[src/rtl/alu_pipe.sv]
// -----------------------------------------------------------------------------
// alu_pipe -- registered EXE-stage ALU with a valid/ready handshake on both
// sides. A single-cycle op is accepted at one edge and its result and status
// {z,c,n,v} are valid right after that edge. They are held until the consumer
// takes them.
//
// Optional feature macro: ALU_PIPE_MUL_EN
//   defined     : cmd 13 (MUL) runs a shift-add multiply. It retires MUL_BPC
//                 multiplier bits per cycle, so latency is WIDTH/MUL_BPC + 1
//                 edges from accept.
//   not defined : cmd 13 is treated like the reserved codes (result 0,
//                 sr 4'b1000, latency 1).
//
// Parameters
//   WIDTH     operand/result width (>= 8)
//   MUL_BPC   multiplier bits retired per cycle; must divide WIDTH
//
// Ports
//   clk        clock; all state changes on posedge
//   rst_n      synchronous reset, active low
//   in_valid   operands/command valid
//   in_ready   block can accept an op this cycle
//   val1       operand A (Rn)
//   val2       operand B (shifter output)
//   cin        carry flag from the status register
//   exe_cmd    operation code
//   out_valid  result/sr valid
//   out_ready  consumer takes the result this cycle
//   result     registered result
//   sr         registered status {z,c,n,v}
// -----------------------------------------------------------------------------
module alu_pipe #(
    parameter int WIDTH   = 32,
    parameter int MUL_BPC = 1
) (
    input  logic             clk,
    input  logic             rst_n,
    input  logic             in_valid,
    output logic             in_ready,
    input  logic [WIDTH-1:0] val1,
    input  logic [WIDTH-1:0] val2,
    input  logic             cin,
    input  logic [3:0]       exe_cmd,
    output logic             out_valid,
    input  logic             out_ready,
    output logic [WIDTH-1:0] result,
    output logic [3:0]       sr
);

    typedef enum logic [3:0] {
        CMD_MOV = 4'd0,  CMD_MVN = 4'd1,  CMD_ADD = 4'd2,  CMD_ADC = 4'd3,
        CMD_SUB = 4'd4,  CMD_SBC = 4'd5,  CMD_AND = 4'd6,  CMD_ORR = 4'd7,
        CMD_EOR = 4'd8,  CMD_CMP = 4'd9,  CMD_TST = 4'd10, CMD_LDR = 4'd11,
        CMD_STR = 4'd12, CMD_MUL = 4'd13
    } cmd_e;

    if (WIDTH < 8 || MUL_BPC < 1 || (WIDTH % MUL_BPC) != 0) begin : g_param_check
        $error("alu_pipe: WIDTH must be >= 8 and MUL_BPC must divide WIDTH");
    end

    logic             out_valid_q;
    logic [WIDTH-1:0] result_q;
    logic [3:0]       sr_q;
    logic             accept;
    logic             handoff;

    assign out_valid = out_valid_q;
    assign result    = result_q;
    assign sr        = sr_q;
    assign accept    = in_valid && in_ready;
    assign handoff   = out_valid_q && out_ready;

    // ---------------------------------------------------------------- ALU core
    // Subtraction is folded into the adder as a + ~b + carry_in. The adder's
    // carry out is therefore NOT borrow, which is the ARM convention.
    logic [WIDTH-1:0] b_eff;
    logic             carry_in;
    logic             is_arith;
    logic [WIDTH:0]   sum;
    logic [WIDTH-1:0] alu_res_d;
    logic             alu_c;
    logic             alu_v;
    logic [3:0]       alu_sr_d;

    // NOTE: every signal written here gets a default first, so no path can
    // leave one unassigned and infer a latch.
    always_comb begin
        b_eff     = val2;
        carry_in  = 1'b0;
        is_arith  = 1'b0;
        alu_res_d = '0;
        alu_c     = 1'b0;
        alu_v     = 1'b0;
        case (exe_cmd)
            CMD_MOV:          alu_res_d = val2;
            CMD_MVN:          alu_res_d = ~val2;
            CMD_ADD:          is_arith  = 1'b1;
            CMD_ADC: begin
                is_arith = 1'b1;
                carry_in = cin;
            end
            CMD_SUB, CMD_CMP: begin
                is_arith = 1'b1;
                b_eff    = ~val2;
                carry_in = 1'b1;
            end
            CMD_SBC: begin
                is_arith = 1'b1;
                b_eff    = ~val2;
                carry_in = cin;
            end
            CMD_AND, CMD_TST: alu_res_d = val1 & val2;
            CMD_ORR:          alu_res_d = val1 | val2;
            CMD_EOR:          alu_res_d = val1 ^ val2;
            CMD_LDR, CMD_STR: alu_res_d = val1 + val2;
            default:          alu_res_d = '0;  // reserved (and MUL when not built)
        endcase
        sum = {1'b0, val1} + {1'b0, b_eff} + {{WIDTH{1'b0}}, carry_in};
        if (is_arith) begin
            alu_res_d = sum[WIDTH-1:0];
            alu_c     = sum[WIDTH];
            // Overflow: both effective operands share a sign that the result lacks.
            alu_v     = (val1[WIDTH-1] == b_eff[WIDTH-1]) &&
                        (alu_res_d[WIDTH-1] != val1[WIDTH-1]);
        end
        alu_sr_d = {alu_res_d == '0, alu_c, alu_res_d[WIDTH-1], alu_v};
    end

`ifdef ALU_PIPE_MUL_EN
    // ---------------------------------------------------------- multi-cycle MUL
    localparam int MUL_STEPS = WIDTH / MUL_BPC;
    localparam int CNT_W     = $clog2(MUL_STEPS + 1);

    typedef enum logic [1:0] {S_IDLE, S_MUL, S_DONE} state_e;

    state_e           state_q;
    logic [WIDTH-1:0] mcand_q;   // multiplicand, pre-shifted by bits already retired
    logic [WIDTH-1:0] mplier_q;  // remaining multiplier bits, consumed from the LSB
    logic [WIDTH-1:0] acc_q;
    logic [WIDTH-1:0] acc_d;
    logic [CNT_W-1:0] cnt_q;

    assign in_ready = rst_n && (state_q == S_IDLE) && (!out_valid_q || out_ready);

    always_comb begin
        acc_d = acc_q;
        for (int j = 0; j < MUL_BPC; j++) begin
            if (mplier_q[j]) acc_d = acc_d + (mcand_q << j);
        end
    end

    // NOTE: all sequential state uses non-blocking assignments so every
    // register samples the pre-edge values of its neighbours.
    always_ff @(posedge clk) begin
        if (!rst_n) begin
            state_q     <= S_IDLE;
            out_valid_q <= 1'b0;
            result_q    <= '0;
            sr_q        <= '0;
            mcand_q     <= '0;
            mplier_q    <= '0;
            acc_q       <= '0;
            cnt_q       <= '0;
        end else begin
            case (state_q)
                S_IDLE: begin
                    if (accept && exe_cmd == CMD_MUL) begin
                        state_q     <= S_MUL;
                        out_valid_q <= 1'b0;  // any old result is handed off this edge
                        mcand_q     <= val1;
                        mplier_q    <= val2;
                        acc_q       <= '0;
                        cnt_q       <= '0;
                    end else if (accept) begin
                        out_valid_q <= 1'b1;
                        result_q    <= alu_res_d;
                        sr_q        <= alu_sr_d;
                    end else if (handoff) begin
                        out_valid_q <= 1'b0;
                    end
                end
                S_MUL: begin
                    acc_q    <= acc_d;
                    mcand_q  <= mcand_q << MUL_BPC;
                    mplier_q <= mplier_q >> MUL_BPC;
                    cnt_q    <= cnt_q + 1'b1;
                    if (cnt_q == CNT_W'(MUL_STEPS - 1)) begin
                        state_q     <= S_DONE;
                        out_valid_q <= 1'b1;
                        result_q    <= acc_d;
                        sr_q        <= {acc_d == '0, 1'b0, acc_d[WIDTH-1], 1'b0};
                    end
                end
                S_DONE: begin
                    if (handoff) begin
                        state_q     <= S_IDLE;
                        out_valid_q <= 1'b0;
                    end
                end
                default: state_q <= S_IDLE;
            endcase
        end
    end
`else
    assign in_ready = rst_n && (!out_valid_q || out_ready);

    always_ff @(posedge clk) begin
        if (!rst_n) begin
            out_valid_q <= 1'b0;
            result_q    <= '0;
            sr_q        <= '0;
        end else if (accept) begin
            out_valid_q <= 1'b1;
            result_q    <= alu_res_d;
            sr_q        <= alu_sr_d;
        end else if (handoff) begin
            out_valid_q <= 1'b0;
        end
    end
`endif

endmodule

[config.mk]
export PLATFORM = sky130hd
export DESIGN_NAME = alu_pipe
export DESIGN_NICKNAME = d
export VERILOG_FILES = /design/src/rtl/alu_pipe.sv
export SDC_FILE = /design/constraint.sdc
export NUM_CORES = 1
export LEC_CHECK = 0
export CORE_MARGIN = 2
export CORE_UTILIZATION = 57
export DETAILED_ROUTE_END_ITERATION = 6
export HOLD_SLACK_MARGIN = 0.08
export PLACE_DENSITY = 0.8
export SYNTH_ARGS = -nofsm -noshare
export SYNTH_HDL_FRONTEND = slang
export SYNTH_SLANG_ARGS = --single-unit
[constraint.sdc]
create_clock -name clk -period 6.96 [get_ports clk]
set_input_delay 2.088 -clock clk [delete_from_list [all_inputs] [get_ports clk]]
set_output_delay 2.088 -clock clk [all_outputs]
set_load 0.1 [all_outputs]
# Word-level counts from Yosys, hierarchy flattened
# Index checks and enable logic that the tools add are counted.
totals:
  mem_count: 0
  ram_bits: 0
  input_bits: 73
  ff_bits: 37
  latchBits: 0
  romBits: 0
op_classes:
  order_cmp: 0
  muxes: 9
  n_addsub: 3
  n_bitwise: 4
  n_eq_ne: 14
  n_mul: 0
  div: 0
  reduce_logical: 15
  n_shift: 0
op_table:
  columns: ["cell", "n"]
  rows:
  - ["one-hot mux 32 bit (6 select lines)", 1]
  - ["2-to-1 mux 32 bit", 2]
  - ["adder 32 x 32 -> 33 bit", 1]
  - ["adder 33 x 1 -> 33 bit", 1]
  - ["adder 32 bit", 1]
  - ["AND 32 bit", 1]
  - ["zero test 32 bit", 1]
  - ["NOT 32 bit", 1]
  - ["bitwise OR 32 bit", 1]
  - ["bitwise XOR 32 bit", 1]
  - ["== test 4 bit (second input constant)", 5]
  - ["== test 4 x 3 -> 1 bit (second input constant)", 4]
  - ["== test 4 x 2 -> 1 bit (second input constant)", 2]
  - ["OR reduction 2 bit", 4]
  - ["2-to-1 mux 1 bit", 5]
  - ["OR reduction 5 bit", 1]
  - ["== test 4 x 1 -> 1 bit (second input constant)", 1]
  - ["logical AND 1 bit", 4]
  - ["zero test 4 bit", 1]
  - ["OR reduction 3 bit", 1]
  - ["one-hot mux 1 bit (2 select lines)", 1]
  - ["nonzero test 2 bit", 1]
  - ["== test 1 bit", 1]
  - ["zero test 1 bit", 1]
  - ["other kinds (2)", 2]

# Depth between registers and ports, before layout
# Gate-level depths: netlist of the first run.
depth:
  word_depth: 8
  ltp_mapped: 20
  ltp_nobuf: 18

# Worst setup path after synthesis of the first run
# OpenSTA, ideal clock, no wires.
synth_path:
  path_kind: "in2reg"
  from: "input port exe_cmd[3]"
  to: "register sr_q[3], in the netlist sr[3]"
  setup_ns: 0.060
  t_arrival_ns: 6.285
  path_stages: 17
  path_buffers: 1
  path_slack_ns: 0.615
  cell_sequence: "nor2b_1 > a32oi_2 > clkbuf_1 > xnor2_1 > fa_1 > fa_1 > nand2b_1 > a211oi_1 > o22ai_1 > o31ai_2 > nand2b_1 > a31o_2 > o31ai_1 > xnor2_1 > nor2_1 > nor4_1 > a41o_1"
synth_via:
  elab_chain_len: 7
synth_rtl:
  columns: ["item", "line_no", "source"]
  rows:
  - ["from (decl)", "43", "input logic [3:0] exe_cmd,"]
  - ["== test 4 x 3 -> 1 bit / == test 4 bit (equally long branches)", "94", "case (exe_cmd)"]
  - ["OR reduction 3 bit (no line)", null, null]
  - ["2-to-1 mux 32 bit", null, null]
  - ["adder 32 x 32 -> 33 bit", "118", "sum = {1'b0, val1} + {1'b0, b_eff} + {{WIDTH{1'b0}}, carry_in};"]
  - ["adder 33 x 1 -> 33 bit", "118", null]
  - ["2-to-1 mux 32 bit *", "119", "if (is_arith) begin"]
  - ["zero test 32 bit *", "126", "alu_sr_d = {alu_res_d == '0, alu_c, alu_res_d[WIDTH-1], alu_v};"]
  - ["to (signal assigned)", "215", "sr_q <= alu_sr_d;"]
  - ["to (decl)", "63", "logic [3:0] sr_q;"]
# Every way passes the cells marked *; elsewhere a longest branch is shown, timed or not.
# A chain may end at the register's enable or synchronous reset.

# Worst setup path in the final report of the first run
# Same ends and word-level chain as after synthesis.

==> key figures, run 1 <==
STA
  • Clock skew: 2.508 ps
  • Slew @ Worst Pin: roughly 1200 ps
  • Final TNS setup: 0 ps
  • Hold Slack: 457.2 ps
  • Hold Fails Final Rpt: 0
  • Relative slew slack: between 10% and 20%
  • Min Clock Period, post-route: 6485 ps
  • Unrepaired setup endpoints after global routing: false
  • Setup Viol. Count Final: 0
  • Max Freq: 154.2 MHz
  • Max-slew violations: 0
  • Final Cycle Share: 93.18%

Synthesis
  • Synth Area in Simple Gates: 17.40%
  • Post-synth EDFFs: 0
  • Synth Area in Compound Gates: 35.81%
  • Synth warnings: 0
  • Largest family of logic cells by synthesized area: compound AO/OA/AOI/OAI gates
  • Yosys cell types: 79
  • Post-synthesis instance total: roughly 1.0k
  • Post-Syn Nets: 1,184
  • Main area contributors after synthesis: ha_1, dfxtp_1, xnor2_1
  • Syn_area_per_cell: 7.135 um^2
  • Syn Std Cell Area: 0.007228 mm^2
  • Main synth FF type: dfxtp_1
  • Synthesized flop and latch total: 36
  • Synth Area in Adders: 17.28%
  • Mux contribution to synthesized area: 1.004%
  • Synth Area in XOR/XNOR: 10.18%
  • FFs w/ async S/R, synth: 0%
  • Synth top area share: 16.44%
  • Register area share after synthesis: 9.971%
  • Yosys top cell by area: ha_1

Setup path
  • Worst Setup End Kind: flip-flop
  • Worst-path maximum fanout: 22
  • Setup crit start: exe_cmd[3]
  • CP Class: in -> reg
  • CP Launch Type: primary input
  • CP endpoint: sr[3]
  • Reg-to-Reg End: sr[3]
  • FF-to-FF path depth: 12
  • Worst reg2reg startpoint: out_valid
  • WP data arrival: 6710 ps
  • Data required time at the worst endpoint: approximately 7200 ps
  • R2R Setup Slk: 3960 ps

Drt
  • First-pass DRT Iterations: 6
  • Drt total wl: 24,660 um
  • Routed vias/inst: 6.595
  • Routed wire per std cell: roughly 19 um
  • Iter 0 DRT Violations: 1,089
  • # DRC: 0
  • Vias: around 8.4k
  • Final ANT Viol Nets: 0

Place
  • Dpl hpwl: 19,040 um
  • Port bufs: 110
  • DP Area: 0.008539 mm^2
  • GPL Wtd Cong: 1.153

Layout
  • Final net count: 1,266
  • Antenna Diode Count: 0
  • Area delta synth->final: 20.27%
  • Fraction of layout instances using a drive strength above 1: ~6.3%
  • Util after Layout: a little over two thirds
  • Finished layout cell area: 0.008693 mm^2

Global route
  • GRT Max-Usage Layer: met2
  • Initial antenna violation count: 0
  • Met2 usage in global routing: 59.88%
  • Vias in the first global route: about 7.5k
  • Met3 Usage GRT: 3.892%
  • All-Layer GR Usage: 35.83%
  • Met1 Resource Use GR: 48.37%
  • First-pass GRT wire length: roughly 39,000 um
  • Grt total ovfl: 0
  • Pin count of the biggest net entering global routing: 52

Power
  • Combinational Power Share: 67.6%
  • Reg power frac: between 10% and 20%
  • Worst vdd ir: 100.9 uV
  • Sw Share: 50.02%
  • Leak: 3.757 nW
  • Pint: about 0.73 mW
  • Pwr Total: 1.453 mW
  • Clock power share: 15.8%
  • Power Density: 167.2 mW/mm^2
  • Switching pwr: 0.7270 mW

Clocking
  • Clock Tree Buf Depth: 2
  • Setup bufs post-CTS: 0
  • Hold-fix buffers at CTS: 0
  • Number of clock sinks: 36
  • Post-CTS Resized: 0
  • Worst skew pair latency: 280 ps
  • Root Driver: clkbuf_16
  • Inserted Clock Buffers: 5
  • TritonCTS clock tree: done
  • Reg clk slew, reported paths: 60 ps
  • CTS H-tree depth: 2

Die
  • Die X: 116.6 um
  • Area of the die: 0.01360 mm^2
  • Starting Density: 57.75%
  • Die span in y: approximately 120 um
  • Row count: 41
  • Core area: 0.01252 mm^2
  • I/O Pins: about 110

Run status
  • Outcome: finished, final reports clean

Job
  • Total of max-cap violations: 0

Min path
  • Worst Hold Class: reg -> reg
==> synth_stat cells, types with 13 or more instances <==
master    instances
buf_2            15
nor2_1           46
ha_1             95
nand3_1          43
inv_1            81
a21oi_1          79
o22ai_1          33
nor3_1           17
a21o_1           23
o21ai_0          68
clkbuf_1         49
a22oi_1          34
a221oi_1         16
dfxtp_1          36
nand4_1          16
nand2_1          73
xnor2_1          59
and3_1           13
xor2_1           25
==> logic make-up after synthesis <==
family | after synthesis
compound gates | 378
xor+xnor | 84
fa+ha+maj | 98
buf+inv | 153
flops | 36
mux | 7
simple gates | 257
==> stage by stage <==
step	std cells	worst slack [ps]
final	1268	474.6
after global routing	1268	272.9
after CTS	1268	622.2
after detailed placement	1260	350.3
after global placement	1260	360.7
after floorplan	1013	615.2
==> registers in the layout, summed over array words and instances (netlist names) <==
register	cells
result	31
out_valid	1
sr	4
==> metal layers <==
layer	vias to the layer above	share of wire (%)	wire, um
li1	3908	-	-
met1	3868	41	10070
met2	525	46	11410
met3	62	9.7	2396
met4	0	3.2	784
met5	-	0	0
==> power by group through the flow <==
stage / logic (mW) / registers, mW / clock network (mW)
floorplan: 0.532 / 0.395 / 0
global placement: 0.951 / 0.246 / 0
detailed placement: 0.958 / 0.246 / 0
CTS: 0.963 / 0.242 / 0.230
global route: 1.05 / 0.244 / 0.241
finish: 0.982 / 0.242 / 0.229
==> worst min-delay path by stage <==
stage	from	to	slack (ps)	cells past startpoint
CTS	result[14]	result[14]	460	2
global placement	result[19]	result[19]	440	2
finish	result[14]	result[14]	460	2
floorplan	result[4]	result[4]	890	2
detailed placement	result[14]	result[14]	450	2
global route	result[14]	result[14]	470	2
==> layout make-up <==
type	count	area [um^2]
Clock inverter	2	15.01
Multi-Input combinational cell	824	5927
Fill cell	1153	3824
Tap cell	172	215.2
Timing Repair Buffer	146	1369
Sequential cell	36	720.7
Inverter	82	307.8
Clock buffer	6	138.9
==> critical path, stage by stage <==
cell             delay, ps
clkdlybuf4s50_1        480
buf_4                  250
nor2_1                 110
a32oi_4                200
buf_4                  400
xnor2_1                200
ha_1                   340
a21oi_1                200
o21ai_0                180
a22oi_1                320
nand4_1                180
a221oi_1               420
xnor2_1                140
a221oi_1               450
nand4_1                170
nor4_1                 330
a41o_1                 220
==> cells in the final DEF, fill, tap and decap left out, types with 37 or more instances in the layout <==
cell,synthesis,final
ha_1,95,95
clkdlybuf4s50_1,0,109
a21oi_1,79,79
nor2_1,46,45
xnor2_1,59,59
nand3_1,43,43
nand2_1,73,73
inv_1,81,81
o21ai_0,68,68
buf_4,1,37
Note: power is estimated with default switching activity, not from simulation.
==> inputs of run 2 (changes only) <==
- CAP_MARGIN: unset -> 20
- CTS_CLUSTER_DIAMETER: unset -> 120
- PLACE_DENSITY: 0.8 -> 0.89
==> run 2 against run 1 <==
Global-route usage fell by 0.16 points; final cell count fell by 0.24%; sequential cell count did not move; setup slack improved by 130 ps; worst hold slack improved by 2.6 ps; cell area fell by 0.40%; clock power fell by 9.2%; power fell by 1.6%; largest cell class unchanged; clock-buffer cell count did not move; sequential power barely moved; highest routed layer unchanged; die area did not move.
==> key figures, run 2 (synthesis gave the netlist of run 1 again) <==
Run status
  • Outcome: finished, final reports clean (unchanged)

Die
  • Row count: 41 (unchanged)
  • Core area: 0.01252 mm^2 (unchanged)
  • Area of the die: 0.01360 mm^2 (unchanged)
  • I/O Pins: 111 (unchanged)
  • Die X: 116.6 um (unchanged)
  • Starting Density: 57.75% (unchanged)
  • Die span in y: 116.6 um (unchanged)

Layout
  • Util after Layout: 69.17% (was 69.45%)
  • Final net count: 1,264 (was 1,266)
  • Largest register FFs: 31 (unchanged)
  • Antenna Diode Count: 0 (unchanged)
  • Fraction of layout instances using a drive strength above 1: 5.947% (was 6.296%)
  • Filler instances: 1,101 (was 1,153)
  • Area occupied by multi-input gates: 0.005927 mm^2 (unchanged)
  • Area delta synth->final: 19.79% (was 20.27%)
  • Filler-free cell count of the finished design: 1,265 (was 1,268)
  • Register area: 720.7 um^2 (unchanged)
  • Most common cell after layout, fill and taps aside: clkdlybuf4s50_1 (unchanged)
  • Most frequent cells in the layout: clkdlybuf4s50_1, ha_1, inv_1 (unchanged)

Clocking
  • Clock Tree Buf Depth: 2 (unchanged)
  • Root Driver: clkbuf_16 (unchanged)
  • Post-CTS Resized: 0 (unchanged)
  • TritonCTS clock tree: done (unchanged)
  • Number of clock sinks: 36 (unchanged)
  • Reg clk slew, reported paths: 50 ps (was 60 ps)
  • Inserted Clock Buffers: 5 (unchanged)
  • Worst skew pair latency: 270 ps (was 280 ps)
  • CTS H-tree depth: 2 (unchanged)
  • Hold-fix buffers at CTS: 0 (unchanged)
  • Setup bufs post-CTS: 0 (unchanged)

Setup path
  • Data required time at the worst endpoint: 7180 ps (about the same)
  • Worst-path maximum fanout: 21 (was 22)
  • R2R Setup Slk: 4040 ps (was 3960 ps)
  • CP Class: in -> reg (unchanged)
  • WP data arrival: 6570 ps (was 6710 ps)
  • Setup crit start: exe_cmd[2] (was exe_cmd[3])
  • Worst reg2reg startpoint: out_valid (unchanged)
  • Reg-to-Reg End: sr[3] (unchanged)
  • CP Launch Type: primary input (unchanged)
  • FF-to-FF path depth: 12 (unchanged)
  • Worst Setup End Kind: flip-flop (unchanged)
  • CP endpoint: sr[3] (unchanged)

Drt
  • Iter 0 DRT Violations: 1,057 (was 1,089)
  • Vias: 8,360 (was 8,363)
  • Routed vias/inst: 6.609 (was 6.595)
  • Drt total wl: 24,540 um (was 24,660 um)
  • First-pass DRT Iterations: 6 (unchanged)
  • Routed wire per std cell: 19.40 um (was 19.45 um)
  • Final ANT Viol Nets: 0 (unchanged)
  • # DRC: 0 (unchanged)

STA
  • Slew @ Worst Pin: 1181 ps (was 1208 ps)
  • Final TNS setup: 0 ps (unchanged)
  • Hold Fails Final Rpt: 0 (unchanged)
  • Min Clock Period, post-route: 6353 ps (was 6485 ps)
  • Relative slew slack: 21.27% (was 19.45%)
  • Unrepaired setup endpoints after global routing: false (unchanged)
  • Max-slew violations: 0 (unchanged)
  • Final Cycle Share: 91.28% (was 93.18%)
  • Setup Viol. Count Final: 0 (unchanged)
  • Max Freq: 157.4 MHz (was 154.2 MHz)
  • Clock skew: 1.673 ps (was 2.508 ps)

Min path
  • Worst Hold Class: reg -> reg (unchanged)

Global route
  • First-pass GRT wire length: 38,920 um (was 38,960 um)
  • Grt total ovfl: 0 (unchanged)
  • Pin count of the biggest net entering global routing: 52 (unchanged)
  • Vias in the first global route: 7,830 (was 7,521)
  • All-Layer GR Usage: 35.67% (was 35.83%)
  • Initial antenna violation count: 0 (unchanged)

Place
  • GPL Wtd Cong: 1.058 (was 1.153)
  • Port bufs: 110 (unchanged)
  • Cells after DPL: 1,258 (was 1,260)
  • Dpl hpwl: 18,950 um (was 19,040 um)

Power
  • Power Density: 165.2 mW/mm^2 (was 167.2 mW/mm^2)
  • Worst vdd ir: 105.9 uV (was 100.9 uV)
  • Leak: 3.747 nW (was 3.757 nW)

Job
  • Total of max-cap violations: 0 (unchanged)
run 2: per-layer routing:
| metal | vias to the layer above | share of wire [%] | track usage [%] |
|---|---|---|---|
| met3 | 101 | 9.2 | 3.788 |
| met1 | 3827 | 41 | 46.41 |
| met4 | 0 | 4.5 | 15.92 |
| met2 | 524 | 46 | 59.69 |
| met5 | - | 0 | 0 |
| li1 | 3908 | - | - |
run 2: power breakdown:
part,switching (mW),total [mW],internal (mW)
logic,0.626,0.979,0.354
registers,0.0154,0.243,0.228
clock network,0.0777,0.208,0.130
total,0.719,1.43,0.711
run 2: through the flow:
step	hold slack, ps	power, mW	area [um^2]	setup WS, ps
2_1_floorplan	886.4	0.9274	7228	615.2
6_report	459.9	1.430	8658	606.7
5_1_grt	495.2	1.511	8658	264.3
4_1_cts	458.9	1.411	8658	662.1
3_5_place_dp	449.2	1.201	8524	382.5
3_3_place_gp	444.5	1.188	8524	535.8
run 2: critical path: stages:
cell             delay, ps
clkdlybuf4s50_1        470
buf_4                  260
nor2b_1                290
a31oi_1                140
fa_1                   430
fa_1                   410
nand2b_1               170
a211oi_1               210
buf_4                  170
o22ai_1                110
o31ai_2                290
nand2b_1               120
a31o_2                 270
o31ai_1                280
xnor2_1                150
nor2_1                  60
nor4_1                 400
a41o_1                 230
run 2: worst min path at each step:
| stage | start | to | slack, ps | cells after the start |
|---|---|---|---|---|
| final | result[5] | result[5] | 460 | 2 |
| after global routing | result[5] | result[5] | 500 | 2 |
| after CTS | result[5] | result[5] | 460 | 2 |
| after detailed placement | result[5] | result[5] | 450 | 2 |
| after global placement | result[5] | result[5] | 440 | 2 |
| after floorplan | result[4] | result[4] | 890 | 2 |
run 2: final cells by class:
class	count	share of cell area (%)
clock buffer	6	1.488
multi-input combinational	824	68.45
clock inverter	1	0.05780
tap	172	2.486
timing repair buffer	144	15.64
sequential	36	8.324
inverter	82	3.555
==> inputs of run 3 (changes only) <==
- GPL_TIMING_DRIVEN: unset -> 0
==> run 3 against run 2 <==
The run now ends with DRC left; clock skew rose by 0.99 ps; critical path depth did not move; maximum frequency fell by 6.9%; critical endpoint unchanged; sequential cell count did not move; sequential share of layout area fell by 0.18 points; setup slack got worse by 470 ps; worst hold slack improved by 12 ps; clock-buffer cell count fell by 1.
==> key figures, run 3 (synthesis gave the netlist of run 1 again) <==
Power
  • Worst vdd ir: 109.8 uV (was 105.9 uV)
  • Reg power frac: 16.1% (was 17.0%)
  • Pint: 0.7453 mW (was 0.7114 mW)
  • Pwr Total: 1.504 mW (was 1.430 mW)
  • Clock power share: 16.8% (was 14.5%)
  • Sw Share: 50.46% (was 50.25%)
  • Power Density: 169.9 mW/mm^2 (was 165.2 mW/mm^2)
  • Switching pwr: 0.7591 mW (was 0.7186 mW)
  • Combinational Power Share: 67.1% (was 68.5%)
  • Leak: 3.773 nW (was 3.747 nW)

STA
  • Setup Viol. Count Final: 0 (unchanged)
  • Unrepaired setup endpoints after global routing: false (unchanged)
  • Slew @ Worst Pin: 992.0 ps (was 1181 ps)
  • Min Clock Period, post-route: 6826 ps (was 6353 ps)
  • Max Freq: 146.5 MHz (was 157.4 MHz)
  • Max-slew violations: 0 (unchanged)
  • Hold Fails Final Rpt: 0 (unchanged)
  • Final worst setup slack: 134.1 ps (was 606.7 ps)
  • Hold Slack: 471.6 ps (was 459.9 ps)
  • Final Cycle Share: 98.07% (was 91.28%)
  • Clock skew: 2.658 ps (was 1.673 ps)
  • Relative slew slack: 33.66% (was 21.27%)
  • Final TNS setup: 0 ps (unchanged)

Layout
  • Util after Layout: 70.74% (was 69.17%)
  • Fraction of layout instances using a drive strength above 1: 6.079% (was 5.947%)
  • Finished layout cell area: 0.008855 mm^2 (was 0.008658 mm^2)
  • Filler instances: 1,090 (was 1,101)
  • Area delta synth->final: 22.50% (was 19.79%)
  • Filler-free cell count of the finished design: 1,307 (was 1,265)
  • Final net count: 1,305 (was 1,264)
  • Antenna Diode Count: 0 (unchanged)
  • Most frequent cells in the layout: clkdlybuf4s50_1, ha_1, inv_1 (unchanged)
  • Largest register FFs: 31 (unchanged)
  • Most common cell after layout, fill and taps aside: clkdlybuf4s50_1 (unchanged)

Min path
  • Worst Hold Class: reg -> reg (unchanged)

Drt
  • Final ANT Viol Nets: 0 (unchanged)
  • Vias: 8,715 (was 8,360)
  • # DRC: 15 (was 0)
  • First-pass DRT Iterations: 7 (was 6)
  • Iter 0 DRT Violations: 1,361 (was 1,057)
  • Routed wire per std cell: 20.75 um (was 19.40 um)
  • Drt total wl: 27,120 um (was 24,540 um)
  • Routed vias/inst: 6.668 (was 6.609)

Global route
  • First-pass GRT wire length: 41,390 um (was 38,920 um)
  • Vias in the first global route: 8,032 (was 7,830)
  • Pin count of the biggest net entering global routing: 20 (was 52)
  • Initial antenna violation count: 0 (unchanged)
  • Grt total ovfl: 0 (unchanged)
  • All-Layer GR Usage: 38.57% (was 35.67%)

Place
  • GPL Wtd Cong: 1.043 (was 1.058)
  • DP Area: 0.008554 mm^2 (was 0.008524 mm^2)
  • Port bufs: 110 (unchanged)
  • Dpl hpwl: 21,130 um (was 18,950 um)
  • Cells after DPL: 1,297 (was 1,258)
  • Pre-CTS setup slack: -1169 ps (was 382.5 ps)

Clocking
  • Reg clk slew, reported paths: 50 ps (about the same)
  • Clock Tree Buf Depth: 2 (unchanged)
  • Worst skew pair latency: 280 ps (was 270 ps)
  • CTS H-tree depth: 2 (unchanged)
  • Root Driver: clkbuf_16 (unchanged)
  • TritonCTS clock tree: done (unchanged)
  • Number of clock sinks: 36 (unchanged)
  • Inserted Clock Buffers: 5 (unchanged)

Job
  • Total of max-cap violations: 0 (unchanged)

Setup path
  • Delay-heaviest family, CP: compound AO/OA/AOI/OAI gates (unchanged)
  • CP Launch Type: primary input (unchanged)
  • Worst-path cell chain: clkdlybuf4s50_1 > buf_2 > a32oi_4 > clkbuf_2 > xnor2_1 > ha_1 > o211a_1 > o21ai_1 > a211oi_2 > o21ai_4 > o211ai_1 > xnor2_1 > nor2_1 > a2111oi_0 > buf_2 > nand2_1 > nor4_1 > a41o_1 (was clkdlybuf4s50_1 > buf_4 > nor2b_1 > a31oi_1 > fa_1 > fa_1 > nand2b_1 > a211oi_1 > buf_4 > o22ai_1 > o31ai_2 > nand2b_1 > a31o_2 > o31ai_1 > xnor2_1 > nor2_1 > nor4_1 > a41o_1)
  • Worst-path maximum fanout: 10 (was 21)
  • WP data arrival: 7050 ps (was 6570 ps)
  • Slowest stage delay, CP: 530 ps (was 470 ps)
  • Worst Setup End Kind: flip-flop (unchanged)
  • CP bufs+invs: 4 (was 3)
  • Worst path slowest cell: a2111oi_0 (was clkdlybuf4s50_1)
  • Data required time at the worst endpoint: 7180 ps (about the same)
  • CP Class: in -> reg (unchanged)

Die
  • Starting Density: 57.75% (unchanged)
  • Row count: 41 (unchanged)
  • I/O Pins: 111 (unchanged)
  • Die span in y: 116.6 um (unchanged)
  • Core area: 0.01252 mm^2 (unchanged)
  • Area of the die: 0.01360 mm^2 (unchanged)
  • Die X: 116.6 um (unchanged)

Run status
  • Outcome: finished, violations left (was finished, final reports clean)
  • Violated checks: DRC
[run 3: cell types whose count changed in the layout (fill, tap and decap cells not counted), moves of 4 or more]
cell,before,now
a211oi_1,12,8
buf_2,0,16
buf_4,35,6
clkbuf_1,1,45
[run 3: power groups by stage]
stage / registers, mW / logic, mW / clock network (mW)
global route: 0.244 / 1.07 / 0.261
global placement: 0.245 / 0.946 / 0
floorplan: 0.395 / 0.532 / 0
detailed placement: 0.245 / 0.954 / 0
finish: 0.242 / 1.01 / 0.253
CTS: 0.241 / 0.967 / 0.252
[run 3: final cells by class]
type / count / area (um^2) / area share, %
buffer: 68 / 301.5 / 3.405
clock buffer: 5 / 125.1 / 1.413
clock inverter: 3 / 42.54 / 0.4804
inverter: 82 / 311.5 / 3.518
multi-input combinational: 824 / 5989 / 67.64
sequential: 36 / 720.7 / 8.139
tap: 172 / 215.2 / 2.430
timing repair buffer: 117 / 1149 / 12.97
[run 3: path summary, 6_finish.rpt]
check                                start         to  slack [ps]  depth (start not counted)
worst min-delay path             result[3]  result[3]         470                          2
worst min register to register   result[3]  result[3]         470                          2
worst max-delay path            exe_cmd[2]      sr[3]         130                         18
worst max register to register   out_valid      sr[3]        3700                         12
[run 3: tightest hold or removal path: stages, from the launching register on]
cell	delay, ps
dfxtp_1	310
nand3_1	70
nand2_1	50
[run 3: layer usage]
metal | GRT usage (%) | vias to the layer above | wire [um]
li1 | - | 3987 | -
met2 | 62.44 | 584 | 11900
met1 | 49.87 | 4014 | 10740
met3 | 6.798 | 130 | 3033
met4 | 18.12 | 0 | 1435
met5 | 0 | - | 0
[run 3: timing repair]
item | in CTS | in global routing
hold buffers | 0 | 0
hold endpoints to repair | 0 | 0
setup buffers | 1 | 4
pin swaps | 1 | 1
endpoints found under the setup margin | 8 | 3
resized for setup | 11 | 13
